`src/rtl/hash_mem_stream_if.sv`:
```
// SHAKE front-end: streams a RAM-resident message into a Keccak/SHAKE core and
// forwards the digest to a valid/ready consumer, masking unused bits of the final words.
module hash_mem_stream_if #(
  parameter int IO_WIDTH      = 32,
  parameter int MAX_RAM_DEPTH = 128,
  parameter int LEN_WIDTH     = 32,
  localparam int ADDR_W = $clog2(MAX_RAM_DEPTH),
  localparam int BITS_W = $clog2(IO_WIDTH) + 1
) (
  input  logic                 clk,
  input  logic                 rst_n,
  input  logic                 i_start,
  input  logic                 i_mode,
  input  logic [ADDR_W-1:0]    i_base_addr,
  input  logic [LEN_WIDTH-1:0] i_input_length,
  input  logic [LEN_WIDTH-1:0] i_output_length,
  output logic                 o_rd_en,
  output logic [ADDR_W-1:0]    o_addr,
  input  logic [IO_WIDTH-1:0]  i_data_in,
  output logic                 o_core_mode,
  output logic [IO_WIDTH-1:0]  o_core_din,
  output logic                 o_core_din_valid,
  output logic                 o_core_din_last,
  output logic [BITS_W-1:0]    o_core_din_bits,
  input  logic                 i_core_din_ready,
  input  logic [IO_WIDTH-1:0]  i_core_dout,
  input  logic                 i_core_dout_valid,
  output logic                 o_core_dout_ready,
  output logic [IO_WIDTH-1:0]  o_data_out,
  output logic                 o_data_out_valid,
  input  logic                 i_data_out_ready,
  output logic                 o_busy,
  output logic                 o_done
);

  localparam int SH = $clog2(IO_WIDTH);

  typedef enum logic [1:0] {S_IDLE, S_ABSORB, S_SQUEEZE, S_DONE} state_t;

  state_t                state_q, state_d;
  logic                  mode_q, mode_d;
  logic [ADDR_W-1:0]     base_q, base_d;
  logic [LEN_WIDTH-1:0]  in_words_q, in_words_d;
  logic [LEN_WIDTH-1:0]  out_words_q, out_words_d;
  logic [SH-1:0]         in_tail_q, in_tail_d;
  logic [SH-1:0]         out_tail_q, out_tail_d;
  logic [LEN_WIDTH-1:0]  rd_cnt_q, rd_cnt_d;
  logic [LEN_WIDTH-1:0]  beat_q, beat_d;
  logic [LEN_WIDTH-1:0]  out_cnt_q, out_cnt_d;
  logic                  inflight_q, inflight_d;
  logic [IO_WIDTH-1:0]   skid_mem_q [2];
  logic [IO_WIDTH-1:0]   skid_mem_d [2];
  logic                  skid_wr_q, skid_wr_d;
  logic                  skid_rd_q, skid_rd_d;
  logic [1:0]            skid_cnt_q, skid_cnt_d;

  logic                  absorb, squeeze, in_zero, rd_issue, skid_has, beat_avail;
  logic                  beat_last, accept, push, pop, out_last, out_fire;
  logic [1:0]            occ;
  logic [IO_WIDTH-1:0]   beat_raw, in_mask, out_mask;

  assign absorb  = (state_q == S_ABSORB);
  assign squeeze = (state_q == S_SQUEEZE);
  assign in_zero = (in_words_q == '0);

  // Skid occupancy plus the outstanding read bounds storage at two words.
  assign occ      = skid_cnt_q + {1'b0, inflight_q};
  assign rd_issue = absorb && (rd_cnt_q < in_words_q) && (occ < 2'd2);
  assign o_rd_en  = rd_issue;
  assign o_addr   = rd_issue ? base_q + rd_cnt_q[ADDR_W-1:0] : '0;

  // Empty skid bypasses the returning RAM word straight to the core.
  assign skid_has   = (skid_cnt_q != 2'd0);
  assign beat_avail = in_zero || skid_has || inflight_q;
  assign beat_raw   = in_zero ? '0 : (skid_has ? skid_mem_q[skid_rd_q] : i_data_in);
  assign beat_last  = in_zero || (beat_q == in_words_q - LEN_WIDTH'(1));
  assign accept     = o_core_din_valid && i_core_din_ready;
  assign push       = inflight_q && !(accept && !skid_has);
  assign pop        = accept && skid_has;

  always_comb begin
    in_mask  = '0;
    out_mask = '0;
    for (int unsigned i = 0; i < IO_WIDTH; i++) begin
      in_mask[i]  = (in_tail_q == '0)  || (i < 32'(in_tail_q));
      out_mask[i] = (out_tail_q == '0) || (i < 32'(out_tail_q));
    end
  end

  assign o_core_mode      = mode_q;
  assign o_core_din_valid = absorb && beat_avail;
  assign o_core_din_last  = o_core_din_valid && beat_last;
  assign o_core_din       = !o_core_din_valid ? '0 :
                            (beat_last ? (beat_raw & in_mask) : beat_raw);
  assign o_core_din_bits  = (!o_core_din_valid || in_zero) ? '0 :
                            ((beat_last && in_tail_q != '0) ? BITS_W'(in_tail_q)
                                                            : BITS_W'(IO_WIDTH));

  assign out_last          = (out_cnt_q == out_words_q - LEN_WIDTH'(1));
  assign out_fire          = squeeze && i_core_dout_valid && i_data_out_ready;
  assign o_core_dout_ready = squeeze && i_data_out_ready;
  assign o_data_out_valid  = squeeze && i_core_dout_valid;
  assign o_data_out        = !squeeze ? '0 : (out_last ? (i_core_dout & out_mask) : i_core_dout);

  assign o_busy = (state_q != S_IDLE);
  assign o_done = (state_q == S_DONE);

  always_comb begin
    state_d     = state_q;
    mode_d      = mode_q;
    base_d      = base_q;
    in_words_d  = in_words_q;
    out_words_d = out_words_q;
    in_tail_d   = in_tail_q;
    out_tail_d  = out_tail_q;
    rd_cnt_d    = rd_cnt_q;
    beat_d      = beat_q;
    out_cnt_d   = out_cnt_q;
    inflight_d  = inflight_q;
    skid_mem_d  = skid_mem_q;
    skid_wr_d   = skid_wr_q;
    skid_rd_d   = skid_rd_q;
    skid_cnt_d  = skid_cnt_q;
    case (state_q)
      S_IDLE: begin
        if (i_start) begin
          state_d     = S_ABSORB;
          mode_d      = i_mode;
          base_d      = i_base_addr;
          in_tail_d   = i_input_length[SH-1:0];
          out_tail_d  = i_output_length[SH-1:0];
          in_words_d  = (i_input_length >> SH) + LEN_WIDTH'(|i_input_length[SH-1:0]);
          out_words_d = (i_output_length >> SH) + LEN_WIDTH'(|i_output_length[SH-1:0]);
          rd_cnt_d    = '0;
          beat_d      = '0;
          out_cnt_d   = '0;
          inflight_d  = 1'b0;
          skid_wr_d   = 1'b0;
          skid_rd_d   = 1'b0;
          skid_cnt_d  = '0;
        end
      end
      S_ABSORB: begin
        inflight_d = rd_issue;
        if (rd_issue) rd_cnt_d = rd_cnt_q + LEN_WIDTH'(1);
        if (push) begin
          skid_mem_d[skid_wr_q] = i_data_in;
          skid_wr_d             = ~skid_wr_q;
        end
        if (pop) skid_rd_d = ~skid_rd_q;
        skid_cnt_d = skid_cnt_q + {1'b0, push} - {1'b0, pop};
        if (accept) begin
          beat_d = beat_q + LEN_WIDTH'(1);
          if (beat_last) state_d = (out_words_q == '0) ? S_DONE : S_SQUEEZE;
        end
      end
      S_SQUEEZE: begin
        if (out_fire) begin
          out_cnt_d = out_cnt_q + LEN_WIDTH'(1);
          if (out_last) state_d = S_DONE;
        end
      end
      S_DONE:  state_d = S_IDLE;
      default: state_d = S_IDLE;
    endcase
  end

  always_ff @(posedge clk or negedge rst_n) begin
    if (!rst_n) begin
      state_q     <= S_IDLE;
      mode_q      <= 1'b0;
      base_q      <= '0;
      in_words_q  <= '0;
      out_words_q <= '0;
      in_tail_q   <= '0;
      out_tail_q  <= '0;
      rd_cnt_q    <= '0;
      beat_q      <= '0;
      out_cnt_q   <= '0;
      inflight_q  <= 1'b0;
      skid_mem_q  <= '{default: '0};
      skid_wr_q   <= 1'b0;
      skid_rd_q   <= 1'b0;
      skid_cnt_q  <= '0;
    end else begin
      state_q     <= state_d;
      mode_q      <= mode_d;
      base_q      <= base_d;
      in_words_q  <= in_words_d;
      out_words_q <= out_words_d;
      in_tail_q   <= in_tail_d;
      out_tail_q  <= out_tail_d;
      rd_cnt_q    <= rd_cnt_d;
      beat_q      <= beat_d;
      out_cnt_q   <= out_cnt_d;
      inflight_q  <= inflight_d;
      skid_mem_q  <= skid_mem_d;
      skid_wr_q   <= skid_wr_d;
      skid_rd_q   <= skid_rd_d;
      skid_cnt_q  <= skid_cnt_d;
    end
  end

endmodule

```
`config.mk`:
```
export PLATFORM = sky130hd
export DESIGN_NAME = hash_mem_stream_if
export DESIGN_NICKNAME = d
export VERILOG_FILES = /design/src/rtl/hash_mem_stream_if.sv
export SDC_FILE = /design/constraint.sdc
export NUM_CORES = 1
export LEC_CHECK = 0
export CAP_MARGIN = 20
export CORE_ASPECT_RATIO = 0.8
export CORE_MARGIN = 2
export CORE_UTILIZATION = 40
export CTS_CLUSTER_SIZE = 20
export DETAILED_ROUTE_END_ITERATION = 10
export GPL_TIMING_DRIVEN = 0
export HOLD_SLACK_MARGIN = 0.02
export PLACE_DENSITY = 0.61
export REMOVE_ABC_BUFFERS = 1
export SLEW_MARGIN = 10
export SYNTH_ARGS = -nofsm -noshare
export SYNTH_HDL_FRONTEND = slang
export SYNTH_SLANG_ARGS = --single-unit
```
`constraint.sdc`:
```
create_clock -name clk -period 5.3 [get_ports clk]
set_input_delay 0.53 -clock clk [delete_from_list [all_inputs] [get_ports clk]]
set_output_delay 0.53 -clock clk [all_outputs]
set_load 0.005 [all_outputs]
```
Word-level counts from Yosys, hierarchy flattened
Cells that the tools add are included.

Flip-flop bits (word level): 249. Bits of input ports: 142. Logic and storage cells: 253.

$add $sub $neg: 11. Order comparisons: 67. Eq/ne operators: 13. Multiplexer cells: 37. Bitwise operators: 6. Reductions and logical operators: 103.

Operator list (number): $mux 32 (14); $pmux 32 s2 (3); $lt 5x5->1 const A (30); $add 32x1->32 const B (3); $lt 4x5->1 const A (16); $logic_or 1x1->1 (66); $and 32x32->32 (2); $bwmux 64 (1); $eq 32x32->1 (2); $logic_not 32->1 (2); $sub 32x1->32 const B (2); $add 27x1->28 (2); $lt 3x5->1 const A (8); $demux 32 s1 (1); $lt 32x32->1 (1); $lt 1x5->1 const A (4); $lt 2x5->1 const A (4); $reduce_and 3->1 (5); $ne 2x1->1 const B (7); $logic_and 1x1->1 (13); $mux 2 (6); $mux 6 (2); $logic_not 5->1 (2); $reduce_or 5->1 (2); 22 further kinds (39).

Depth between registers and ports, before layout
Gate-level depths: netlist of the first run.

Depth in word-level cells: 11. Mapped depth: 14.

Worst setup path before layout of the first run
OpenSTA, ideal clock, no wires.

Path kind: register to output. From: register in_words_q[0]. To: output o_core_din[8]. Arrival: 2.977 ns. Required time: 4.770 ns. Path slack: 1.793 ns. Stages on the path, launching flop included: 13. Cell sequence: dfrtp_1 > inv_1 > ha_1 > nor3b_4 > nand3_1 > or4_1 > a22oi_2 > nand3b_2 > nor4b_4 > a31oi_4 > nor2_4 > buf_6 > a31oi_1.

Cells in the longest elaborated chain, start to end: 5.

RTL lines: start: declaration (RTL line 43) `logic [LEN_WIDTH-1:0] in_words_q, in_words_d;`; start signal: assignment (RTL line 189) `in_words_q <= in_words_d;`; $sub 32x1->32 or $logic_not 32->1 (tied branches) (RTL line 76, 64); $eq 32x32->1 (tied with other cells) (RTL line 76) `assign beat_last = in_zero || (beat_q == in_words_q - LEN_WIDTH'(1));`; $logic_or 1x1->1 (tied with other cells) (RTL line 76); $mux 32 or $logic_and 1x1->1 (tied branches) (RTL line 94, 91); $mux 32 (*) (RTL line 93) `assign o_core_din = !o_core_din_valid ? '0 :`; end: declaration (RTL line 21) `output logic [IO_WIDTH-1:0] o_core_din,`.

Mark *: on every way between the ends. The rest lies on a longest branch, timed or not.

Worst setup path after layout of the first run
From: register out_words_q[12]. To: output o_data_out[25].

Cells in the longest elaborated chain, start to end: 4.

RTL lines: start: declaration (RTL line 44) `logic [LEN_WIDTH-1:0] out_words_q, out_words_d;`; start signal: assignment (RTL line 190) `out_words_q <= out_words_d;`; $sub 32x1->32 (RTL line 99) `assign out_last = (out_cnt_q == out_words_q - LEN_WIDTH'(1));`; $eq 32x32->1 (RTL line 99); $mux 32 (2 in series) (RTL line 103) `assign o_data_out = !squeeze ? '0 : (out_last ? (i_core_dout & out_mask) : i_core_dout);`; end: declaration (RTL line 29) `output logic [IO_WIDTH-1:0] o_data_out,`.

Every way passes these cells.

==> results.tsv, run 1 <==
stage	metric	value	unit
logic_synthesis	XOR/XNOR share of the synthesized area	9.643	%
cells_and_area	fill count	3822	
logic_synthesis	most frequent cells after synthesis	246 x nand2_1, 241 x dfrtp_1, 140 x nor2_1	
placement	number of port buffers	226	
logic_synthesis	Synth warnings	0	
cells_and_area	Area Growth Syn to Fin	24.16	%
floorplanning	# IOs	227	
clock_tree	H-tree levels	1	
floorplanning	CORE AREA	40630	um2
worst_setup_path	required time of the critical path	4770	ps
worst_setup_path	crit path kind	flip-flop to output pin	
logic_synthesis	Synth top area share	36.68	%
grt	grt total ovfl	0	
grt	largest net degree at the start of global routing	95	
floorplanning	DIE WIDTH	230.7	um
timing	Hold Fails Final Rpt	0	
worst_setup_path	Critical Path Source Type	flip-flop	
cells_and_area	share of layout cells above drive strength 1	10.13	%
timing	Slew Viols, Final	0	
placement	gpl congestion	0.9237	
timing	relative slew slack	28.87	%
logic_synthesis	Syn Inst Count	1891	
drt	initial DRC count	1096	
timing	Slew @ Worst Pin	1057	ps
drt	router iterations before antenna repair	5	
grt	initial antenna violation count	0	
power_and_ir_drop	PwrDens	435.0	nW/um2
logic_synthesis	Synth Cell Area	16440	um2
logic_synthesis	post-synthesis compound-gate area fraction	14.21	%
worst_setup_path	CP startpoint	out_words_q[12]$_DFFE_PN0P_	
worst_setup_path	RR Startpoint	state_q[0]$_DFFE_PN0P_	
drt	final wirelength	48250	um
floorplanning	Initial Util	40.46	%
grt	vias in the first global route	14040	
floorplanning	die area	42750	um2
logic_synthesis	number of enable flip-flop cells after synthesis	0	
logic_synthesis	largest cells by area after synthesis	dfrtp_1 37%, mux2_2 6.0%, nand2_1 5.6%	
worst_setup_path	R2R depth	10	
drt	routed vias/inst	5.531	
worst_setup_path	critical path peak fanout	9	
logic_synthesis	most frequent cell after synthesis	nand2_1	
logic_synthesis	register area share after synthesis	36.68	%
clock_tree	clk sinks	241	
timing	Final period util	96.10	%
worst_setup_path	reg2reg setup slack	1270	ps
cells_and_area	diodes inserted	0	
flow_run	max-cap violation count	0	
power_and_ir_drop	Leak Pwr	8.409	nW
drt	DR vias	14640	
worst_setup_path	CP endpoint kind	output pin	
power_and_ir_drop	VDD IR-drop max	0.2505	mV
drt	drt drc	0	
logic_synthesis	Yosys cell types	84	
outcome	status	completed	
logic_synthesis	synthesized flop and latch total	241	
worst_setup_path	Arr. time, crit path	4560	ps
placement	DP Wirelength	36170	um
clock_tree	clk slew on worst S/H paths	60	ps
timing	unrepaired setup endpoints after global routing	false	
floorplanning	Die Span Y	185.3	um
logic_synthesis	mux cell area share after synthesis	8.159	%
floorplanning	Rows	66	
clock_tree	Longest Clk Path Bufs	3	
drt	DR WL/cell	18.23	um
logic_synthesis	post-synthesis area per instance	8.694	um2
timing	TNS Setup	0	ps
grt	first-pass GRT wire length	76910	um
cells_and_area	Nets	2274	
timing	Worst Clk Skew	15.02	ps
logic_synthesis	Synth Area in Adders	3.851	%
placement	Inst Count DP	2581	
clock_tree	TritonCTS clock tree	done	
cells_and_area	Final Non-Filler Cells	2647	
logic_synthesis	simple-gate share of the synthesized area	23.68	%
clock_tree	total CTS buffers	28	
timing	Final setup viols	0	
logic_synthesis	cell taking the most area after synthesis	dfrtp_1	
grt	total track usage	22.35	%
clock_tree	Root Driver	clkbuf_16	
worst_hold_path	Tightest Hold Check Type	input port to async pin	
drt	Antenna Nets Post-Route	0	
clock_tree	Clock Latency Late Sink	560	ps
logic_synthesis	Post-synth ARST share	100.0	%
logic_synthesis	main combinational cell family by area after synthesis	simple AND/OR/NAND/NOR gates	
logic_synthesis	Synth Flop Type	dfrtp_1	
timing	Final min period	5094	ps
timing	fmax	196.3	MHz
## layer usage
metal  global-route usage [%]  wire length [um]
met5                        0                 0
met1                    32.65             23480
met4                    5.213              1059
met3                    3.341              2432
met2                    34.75             21280
## state kept, by name (all words and copies together), names as in the netlist, 2 cells and up
name and flops:
in_words_q 28, skid_mem_q 64, in_tail_q 5, out_tail_q 5, out_words_q 28, state_q 2
beat_q 32, base_q 7, rd_cnt_q 32, out_cnt_q 32, skid_cnt_q 2
## worst max-delay path, cell delays in order (launching register included)
cell and delay, ps:
dfrtp_1 470, nor4_2 510, nand4_1 320, buf_4 240, or3_1 340, a21o_1 180
a31oi_1 190, nor4_1 90, and3_2 280, a21boi_4 190, a211oi_1 570, clkdlybuf4s50_1 620
## worst paths after layout
kind	endpoint
worst max register to register	out_cnt_q[27]$_DFFE_PN0P_
worst min-delay path	base_q[5]$_DFFE_PN0P_
max in group asynchronous	skid_mem_q[22]$_DFFE_PN0P_
min in group clk	skid_mem_q[1]$_DFFE_PN0P_
worst max-delay path	o_data_out[25]
worst min register to register	skid_mem_q[1]$_DFFE_PN0P_
## through the flow
stage | instance area (um2) | setup WS [ps] | total power, mW | hold slack (ps) | utilization [%]
final | 20410 | 206.5 | 8.878 | 498.6 | 50.24
after global routing | 20410 | 27.72 | 9.534 | 512.3 | 50.24
after CTS | 20250 | 51.28 | 8.852 | 497.5 | 49.83
after detailed placement | 19230 | 70.71 | 6.791 | 493.8 | 47.34
after global placement | 18990 | -6781 | 6.634 | 485.9 | 46.75
after floorplan | 16050 | 924.1 | 5.299 | 234.4 | -
## what timing repair did
item                                    in CTS  in global routing
hold buffers                                 1                  0
resized for setup                            3                  9
endpoints found under the setup margin      29                 64
buffers inserted                             1                 12
cloned                                       0                  1
hold endpoints to repair                    64                  0
pin swaps                                    1                  2
## kinds of logic after synthesis
logic type / after synthesis
fa+ha+maj: 50
mux: 123
compound gates: 376
simple gates: 766
xor+xnor: 181
buf+inv: 154
flops: 241
## report_power, final
group          total [mW]  switching (mW)  leakage [nW]  internal (mW)
clock                2.02           0.789         0.480           1.23
sequential           3.12           0.786          3.18           2.33
combinational        3.74            2.09          4.75           1.65
## layout make-up
| class | count | area (um2) | share of cell area [%] |
|---|---|---|---|
| Inverter | 62 | 232.7 | 1.140 |
| Tap cell | 544 | 680.7 | 3.335 |
| Multi-Input combinational cell | 1497 | 9912 | 48.56 |
| Clock inverter | 6 | 80.08 | 0.3923 |
| Clock buffer | 45 | 885.9 | 4.340 |
| Timing Repair Buffer | 252 | 2587 | 12.68 |
| Sequential cell | 241 | 6032 | 29.55 |
## layout by cell type, fill, tap and decap left out, types with 5 or more instances in the layout
cell	netlist	layout
a211oi_1	11	11
a21o_1	23	23
a21oi_1	92	92
a31oi_1	36	36
a41oi_1	6	6
and2_1	26	26
and3_1	38	38
and4_1	13	13
buf_4	3	15
clkbuf_1	72	6
clkbuf_16	0	29
clkbuf_8	0	10
clkdlybuf4s50_1	0	225
dfrtp_1	241	240
ha_1	49	47
inv_1	62	62
mux2_2	87	87
mux2i_1	35	35
nand2_1	246	244
nand2b_1	10	10
nand3_1	76	76
nand4_1	47	47
nor2_1	140	137
nor2b_1	8	8
nor3_1	62	60
nor4_1	31	27
nor4_2	3	6
nor4_4	5	6
o211ai_1	28	28
o21ai_0	123	123
o21ai_1	5	5
o31ai_1	5	5
or2_2	8	8
or3_1	18	18
or4_1	8	8
xnor2_1	87	87
xor2_1	94	94
Note: power is estimated with default switching activity, not from simulation.
==> run 2, diff against run 1 <==
GPL_ROUTABILITY_DRIVEN = 0   (was not set)
PLACE_DENSITY = 0.64   (was 0.61)
TNS_END_PERCENT = 5   (was not set)
clock period = 4.3 ns   (was 5.3 ns; I/O delays follow)
==> run 2 against run 1 <==
Net effect: the flow now finishes with violations (setup timing); worst hold slack got worse by 87 ps; critical path depth increased by 1; sequential power grew 24%; cell area grew 4.0%; combinational power rose by 34%; sequential share of layout area decreased by 1.0 points; critical path type unchanged; largest cell class unchanged; largest power group unchanged.
==> results.tsv, run 2 (synthesis gave the netlist of run 1 again) <==
stage	metric	value	unit
outcome	status	finished with violations	
outcome	failing checks	setup timing	
worst_hold_path	Tightest Hold Check Type	input port to async pin	
cells_and_area	Top reg by flops	skid_mem_q	
clock_tree	Root Driver	clkbuf_16	
drt	DR vias	15120	
timing	relative slew slack	28.21	%
timing	Hold Fails Final Rpt	0	
drt	final wirelength	48870	um
timing	Slew @ Worst Pin	1072	ps
cells_and_area	Nets	2314	
timing	hold_ws	411.4	ps
placement	Post-DP Area	19250	um2
grt	first-pass GRT wire length	77800	um
grt	vias in the first global route	14510	
cells_and_area	share of layout cells above drive strength 1	16.01	%
worst_setup_path	CP max stage delay	580	ps
cells_and_area	commonest cells after routing, fill and taps aside	243 x nand2_1, 220 x dfrtp_1, 168 x clkdlybuf4s50_1	
floorplanning	Die Span Y	185.3	um
cells_and_area	diodes inserted	0	
drt	initial DRC count	1150	
cells_and_area	Largest register FFs	64	
placement	pre-CTS setup slack	-677.0	ps
worst_setup_path	reg2reg setup slack	320	ps
cells_and_area	Area Growth Syn to Fin	29.16	%
grt	total track usage	22.44	%
worst_setup_path	crit path kind	flip-flop to output pin	
cells_and_area	fill count	3698	
cells_and_area	share of the core filled with cells	52.26	%
power_and_ir_drop	VDD IR-drop max	0.3140	mV
placement	number of port buffers	226	
drt	router iterations before antenna repair	5	
floorplanning	Rows	66	
timing	Slew Viols, Final	0	
flow_run	max-cap violation count	0	
floorplanning	DIE WIDTH	230.7	um
drt	Antenna Nets Post-Route	0	
timing	Final period util	102.7	%
power_and_ir_drop	PwrDens	539.9	nW/um2
worst_setup_path	Critical Path Source Type	flip-flop	
worst_setup_path	CP Cell Sequence	nor4_4, nand4_2, or4_1, a22oi_2, nand3b_2, nor4b_4, a31oi_4, buf_6, nor2_4, buf_4, a21oi_1, dlygate4sd2_1	
clock_tree	clk sinks	241	
power_and_ir_drop	Tot Pwr	11.46	mW
clock_tree	H-tree levels	1	
worst_setup_path	R2R depth	10	
timing	TNS Setup	-845.9	ps
floorplanning	CORE AREA	40630	um2
drt	DR WL/cell	18.19	um
worst_setup_path	r2r endpoint	out_cnt_q[29]$_DFFE_PN0P_	
worst_setup_path	required time of the critical path	3870	ps
timing	Final min period	4415	ps
timing	unrepaired setup endpoints after global routing	true	
timing	fmax	226.5	MHz
grt	largest net degree at the start of global routing	98	
grt	grt total ovfl	0	
cells_and_area	leading cell type in the layout, fill and taps excluded	nand2_1	
placement	Inst Count DP	2581	
floorplanning	die area	42750	um2
timing	Final setup viols	14	
worst_setup_path	Arr. time, crit path	3980	ps
drt	routed vias/inst	5.626	
clock_tree	clk slew on worst S/H paths	70	ps
worst_setup_path	CP startpoint	in_words_q[15]$_DFFE_PN0P_	
worst_setup_path	Slowest-stage cell, CP	or4_1	
timing	setup slack after layout	-114.6	ps
clock_tree	total CTS buffers	27	
worst_setup_path	end of the critical path	o_core_din[30]	
grt	initial antenna violation count	1	
clock_tree	TritonCTS clock tree	done	
clock_tree	Longest Clk Path Bufs	3	
drt	drt drc	0	
placement	DP Wirelength	35280	um
floorplanning	Initial Util	40.46	%
cells_and_area	Final Cell Area	21230	um2
cells_and_area	Final Non-Filler Cells	2687	
floorplanning	# IOs	227	
worst_setup_path	CP endpoint kind	output pin	
clock_tree	Clock Latency Late Sink	560	ps
worst_setup_path	critical path peak fanout	6	
timing	Worst Clk Skew	14.92	ps
power_and_ir_drop	Leak Pwr	9.158	nW
worst_setup_path	RR Startpoint	state_q[0]$_DFFE_PN0P_	
[run 2: cell count changes in the layout (fill, tap and decap cells not counted), moves of 6 or more]
cell,change
nor4_4,+6
clkbuf_2,+13
buf_6,+8
nor4_1,-11
clkdlybuf4s50_1,-57
dlymetal6s2s_1,+23
buf_4,+31
clkbuf_8,-6
nor3_2,+11
dlygate4sd2_1,+16
dfrtp_1,-20
dfrtp_2,+20
nor3_1,-13
[run 2: layout make-up]
| class | instances | area (um2) | area share (%) |
|---|---|---|---|
| clock buffer | 34 | 742.0 | 3.494 |
| clock inverter | 16 | 246.5 | 1.161 |
| inverter | 62 | 235.2 | 1.108 |
| multi-input combinational | 1498 | 10340 | 48.71 |
| sequential | 241 | 6057 | 28.53 |
| tap | 544 | 680.7 | 3.205 |
| timing repair buffer | 292 | 2930 | 13.80 |
[run 2: worst min-delay path by stage]
stage                         startpoint                         to  depth (start not counted)
4_1_cts                            rst_n      base_q[5]$_DFFE_PN0P_                          2
5_1_grt                            rst_n      base_q[6]$_DFFE_PN0P_                          2
3_3_place_gp   skid_mem_q[3]$_DFFE_PN0P_  skid_mem_q[3]$_DFFE_PN0P_                          1
3_5_place_dp                       rst_n      base_q[5]$_DFFE_PN0P_                          1
2_1_floorplan                      rst_n      base_q[0]$_DFFE_PN0P_                          0
6_report                           rst_n      base_q[4]$_DFFE_PN0P_                          2
[run 2: where the power goes]
part           switching (mW)  internal [mW]
clock network           0.991           1.58
logic                    2.79           2.22
registers               0.992           2.89
[run 2: critical path: cells and delay by family, from the launching register on]
| kind | cells | cell delay [ps] |
|---|---|---|
| and+or+nand+nor | 6 | 1790 |
| AOI/OAI and AO/OA | 3 | 530 |
| DFF | 1 | 490 |
| buffers and inverters | 3 | 600 |
[run 2: layer usage]
layer	share of wire, %	wire length [um]	track usage [%]
met1	47	22850	32.26
met2	45	21840	35.24
met3	6.0	2923	3.248
met5	0.027	13	0
met4	2.5	1244	6.065
[run 2: repair_timing]
item	in CTS	in global routing
buffers inserted	34	19
setup endpoints to repair	78	77
gates cloned	2	0
gates resized for setup	113	94
hold endpoints to repair	75	0
pin swaps	33	21
hold buffers	1	0
==> run 3, diff against run 2 <==
CELL_PAD_IN_SITES_DETAIL_PLACEMENT = 1   (was not set)
CELL_PAD_IN_SITES_GLOBAL_PLACEMENT = 1   (was not set)
CORE_UTILIZATION = 38   (was 40)
PLACE_DENSITY = 0.77   (was 0.64)
==> run 3 against run 2 <==
Net effect: global-route usage increased by 2.1 points; cell area is 1.3% higher; the flow still finishes with violations (setup timing); final cell count increased by 1.3%; via count up 3.1%; wire length grew 15%; die area grew 5.2%; clock skew fell by 4.5 ps; first-iteration DRC count decreased by 20%.
==> results.tsv, run 3 (synthesis gave the netlist of run 1 again) <==
stage	metric	value	unit
cells_and_area	Top reg by flops	skid_mem_q	
drt	routed vias/inst	5.725	
timing	fmax	222.1	MHz
grt	largest net degree at the start of global routing	107	
cells_and_area	Largest register FFs	64	
drt	DR vias	15590	
clock_tree	TritonCTS clock tree	done	
outcome	status	finished with violations	
worst_setup_path	r2r endpoint	state_q[1]$_DFFE_PN0P_	
power_and_ir_drop	P_sw	5.077	mW
cells_and_area	commonest cells after routing, fill and taps aside	243 x nand2_1, 221 x dfrtp_1, 181 x clkdlybuf4s50_1	
power_and_ir_drop	Leak Pwr	9.284	nW
timing	Slew @ Worst Pin	1051	ps
cells_and_area	Final Cell Area	21510	um2
flow_run	max-cap violation count	0	
cells_and_area	share of layout cells above drive strength 1	16.64	%
power_and_ir_drop	Comb power frac	45.2	%
worst_setup_path	RR Startpoint	out_words_q[1]$_DFFE_PN0P_	
worst_setup_path	required time of the critical path	3870	ps
grt	total track usage	24.49	%
cells_and_area	Nets	2335	
clock_tree	Root Driver	clkbuf_16	
worst_setup_path	R2R depth	17	
floorplanning	die area	44950	um2
clock_tree	Longest Clk Path Bufs	3	
floorplanning	Initial Util	38.34	%
grt	vias in the first global route	16270	
power_and_ir_drop	Tot Pwr	11.81	mW
timing	relative slew slack	29.60	%
placement	Post-DP Area	19250	um2
drt	drt drc	0	
drt	router iterations before antenna repair	5	
clock_tree	Clock Latency Late Sink	560	ps
power_and_ir_drop	P_int	6.735	mW
timing	setup slack after layout	-203.0	ps
floorplanning	CORE AREA	42880	um2
timing	unrepaired setup endpoints after global routing	true	
worst_setup_path	reg2reg setup slack	460	ps
placement	DP Wirelength	39600	um
placement	number of port buffers	226	
worst_setup_path	Critical Path Source Type	flip-flop	
worst_setup_path	CP endpoint kind	output pin	
power_and_ir_drop	VDD IR-drop max	0.2876	mV
worst_setup_path	CP startpoint	in_words_q[12]$_DFFE_PN0P_	
clock_tree	H-tree levels	1	
power_and_ir_drop	clock network power share	21.5	%
grt	initial antenna violation count	1	
outcome	failing checks	setup timing	
drt	initial DRC count	918	
floorplanning	DIE WIDTH	236.5	um
timing	Final setup viols	34	
cells_and_area	share of the core filled with cells	50.16	%
drt	Antenna Nets Post-Route	0	
grt	grt total ovfl	0	
clock_tree	clk sinks	241	
clock_tree	total CTS buffers	29	
cells_and_area	Area Growth Syn to Fin	30.83	%
floorplanning	Rows	68	
floorplanning	# IOs	227	
timing	TNS Setup	-3722	ps
power_and_ir_drop	PwrDens	549.2	nW/um2
clock_tree	clk slew on worst S/H paths	60	ps
power_and_ir_drop	switch share	42.98	%
worst_setup_path	Arr. time, crit path	4070	ps
timing	Hold Fails Final Rpt	0	
power_and_ir_drop	sequential share of power	33.3	%
timing	Slew Viols, Final	0	
cells_and_area	leading cell type in the layout, fill and taps excluded	nand2_1	
drt	final wirelength	56390	um
worst_setup_path	critical path peak fanout	7	
grt	first-pass GRT wire length	89740	um
floorplanning	Die Span Y	190.0	um
timing	Final period util	104.7	%
cells_and_area	diodes inserted	0	
timing	Worst Clk Skew	10.45	ps
worst_hold_path	Tightest Hold Check Type	input port to async pin	
timing	Final min period	4503	ps
drt	DR WL/cell	20.71	um
worst_setup_path	crit path kind	flip-flop to output pin	
[run 3: cell types whose count changed in the layout (fill, tap and decap cells not counted), moves of 3 or more]
| cell | change |
|---|---|
| nor3_2 | -4 |
| clkbuf_8 | +4 |
| nor3_1 | +3 |
| a21oi_2 | +7 |
| nor4_4 | +4 |
| clkbuf_2 | -8 |
| dlymetal6s2s_1 | +3 |
| a21oi_1 | -8 |
| dlygate4sd2_1 | -5 |
| clkdlybuf4s50_1 | +13 |
| nor4_2 | -4 |
| buf_4 | +17 |
| buf_6 | +3 |
| bufinv_16 | -3 |
[run 3: worst max path at each step]
stage / to / slack (ps) / depth (start not counted)
finish: o_core_din[19] / -200 / 11
global route: o_core_din[19] / -340 / 14
CTS: o_core_din[14] / -170 / 14
detailed placement: o_data_out[6] / -500 / 13
global placement: skid_mem_q[0]$_DFFE_PN0P_ / -7800 / 1
floorplan: skid_mem_q[32]$_DFFE_PN0P_ / -80 / 5
[run 3: power by group through the flow]
stage	combinational (mW)	sequential [mW]	clock (mW)
2_1_floorplan	3.00	3.53	0
3_3_place_gp	4.37	3.82	0
3_5_place_dp	4.60	3.88	0
4_1_cts	5.05	3.88	2.60
5_1_grt	5.85	4.04	2.69
6_report	5.34	3.93	2.54
[run 3: what timing repair did]
item,in CTS,in global routing
hold buffers,1,0
pin swaps,34,26
endpoints found under the setup margin,78,80
resized for setup,105,88
buffers inserted,54,16
endpoints found under the hold margin,45,0
gates cloned,2,0
[run 3: metal layers]
metal	GRT usage [%]	part of all wire (%)
met5	0	0.020
met4	6.962	2.9
met3	3.047	4.7
met1	34.49	46
met2	39.57	46
[run 3: area by class of cell]
type,instances,area (um2)
multi-input cells,1498,10440
repair buffers,311,3098
inverters,62,232.7
fillers,4892,21370
flip-flops and latches,241,6056
clock buffers,41,850.8
well taps,560,700.7
clock inverters,10,131.4
[run 3: stage by stage]
stage | std cells | hold WS (ps) | setup slack, ps
global placement | 2585 | 486.1 | -7801
CTS | 2705 | 361.4 | -174.4
detailed placement | 2597 | 363.9 | -496.1
finish | 2723 | 363.6 | -203.0
global route | 2723 | 381.4 | -343.2
floorplan | 1799 | 134.4 | -75.93
[run 3: worst max-delay path: stages (launching register included)]
cell             delay, ps
dfrtp_1                580
nor4_4                 280
nand4_2                300
or4_4                  570
a22oi_2                230
nand3b_2               140
nor4b_4                230
buf_6                  140
a31oi_4                170
nor2_2                 290
a21oi_1                120
clkdlybuf4s50_1        470
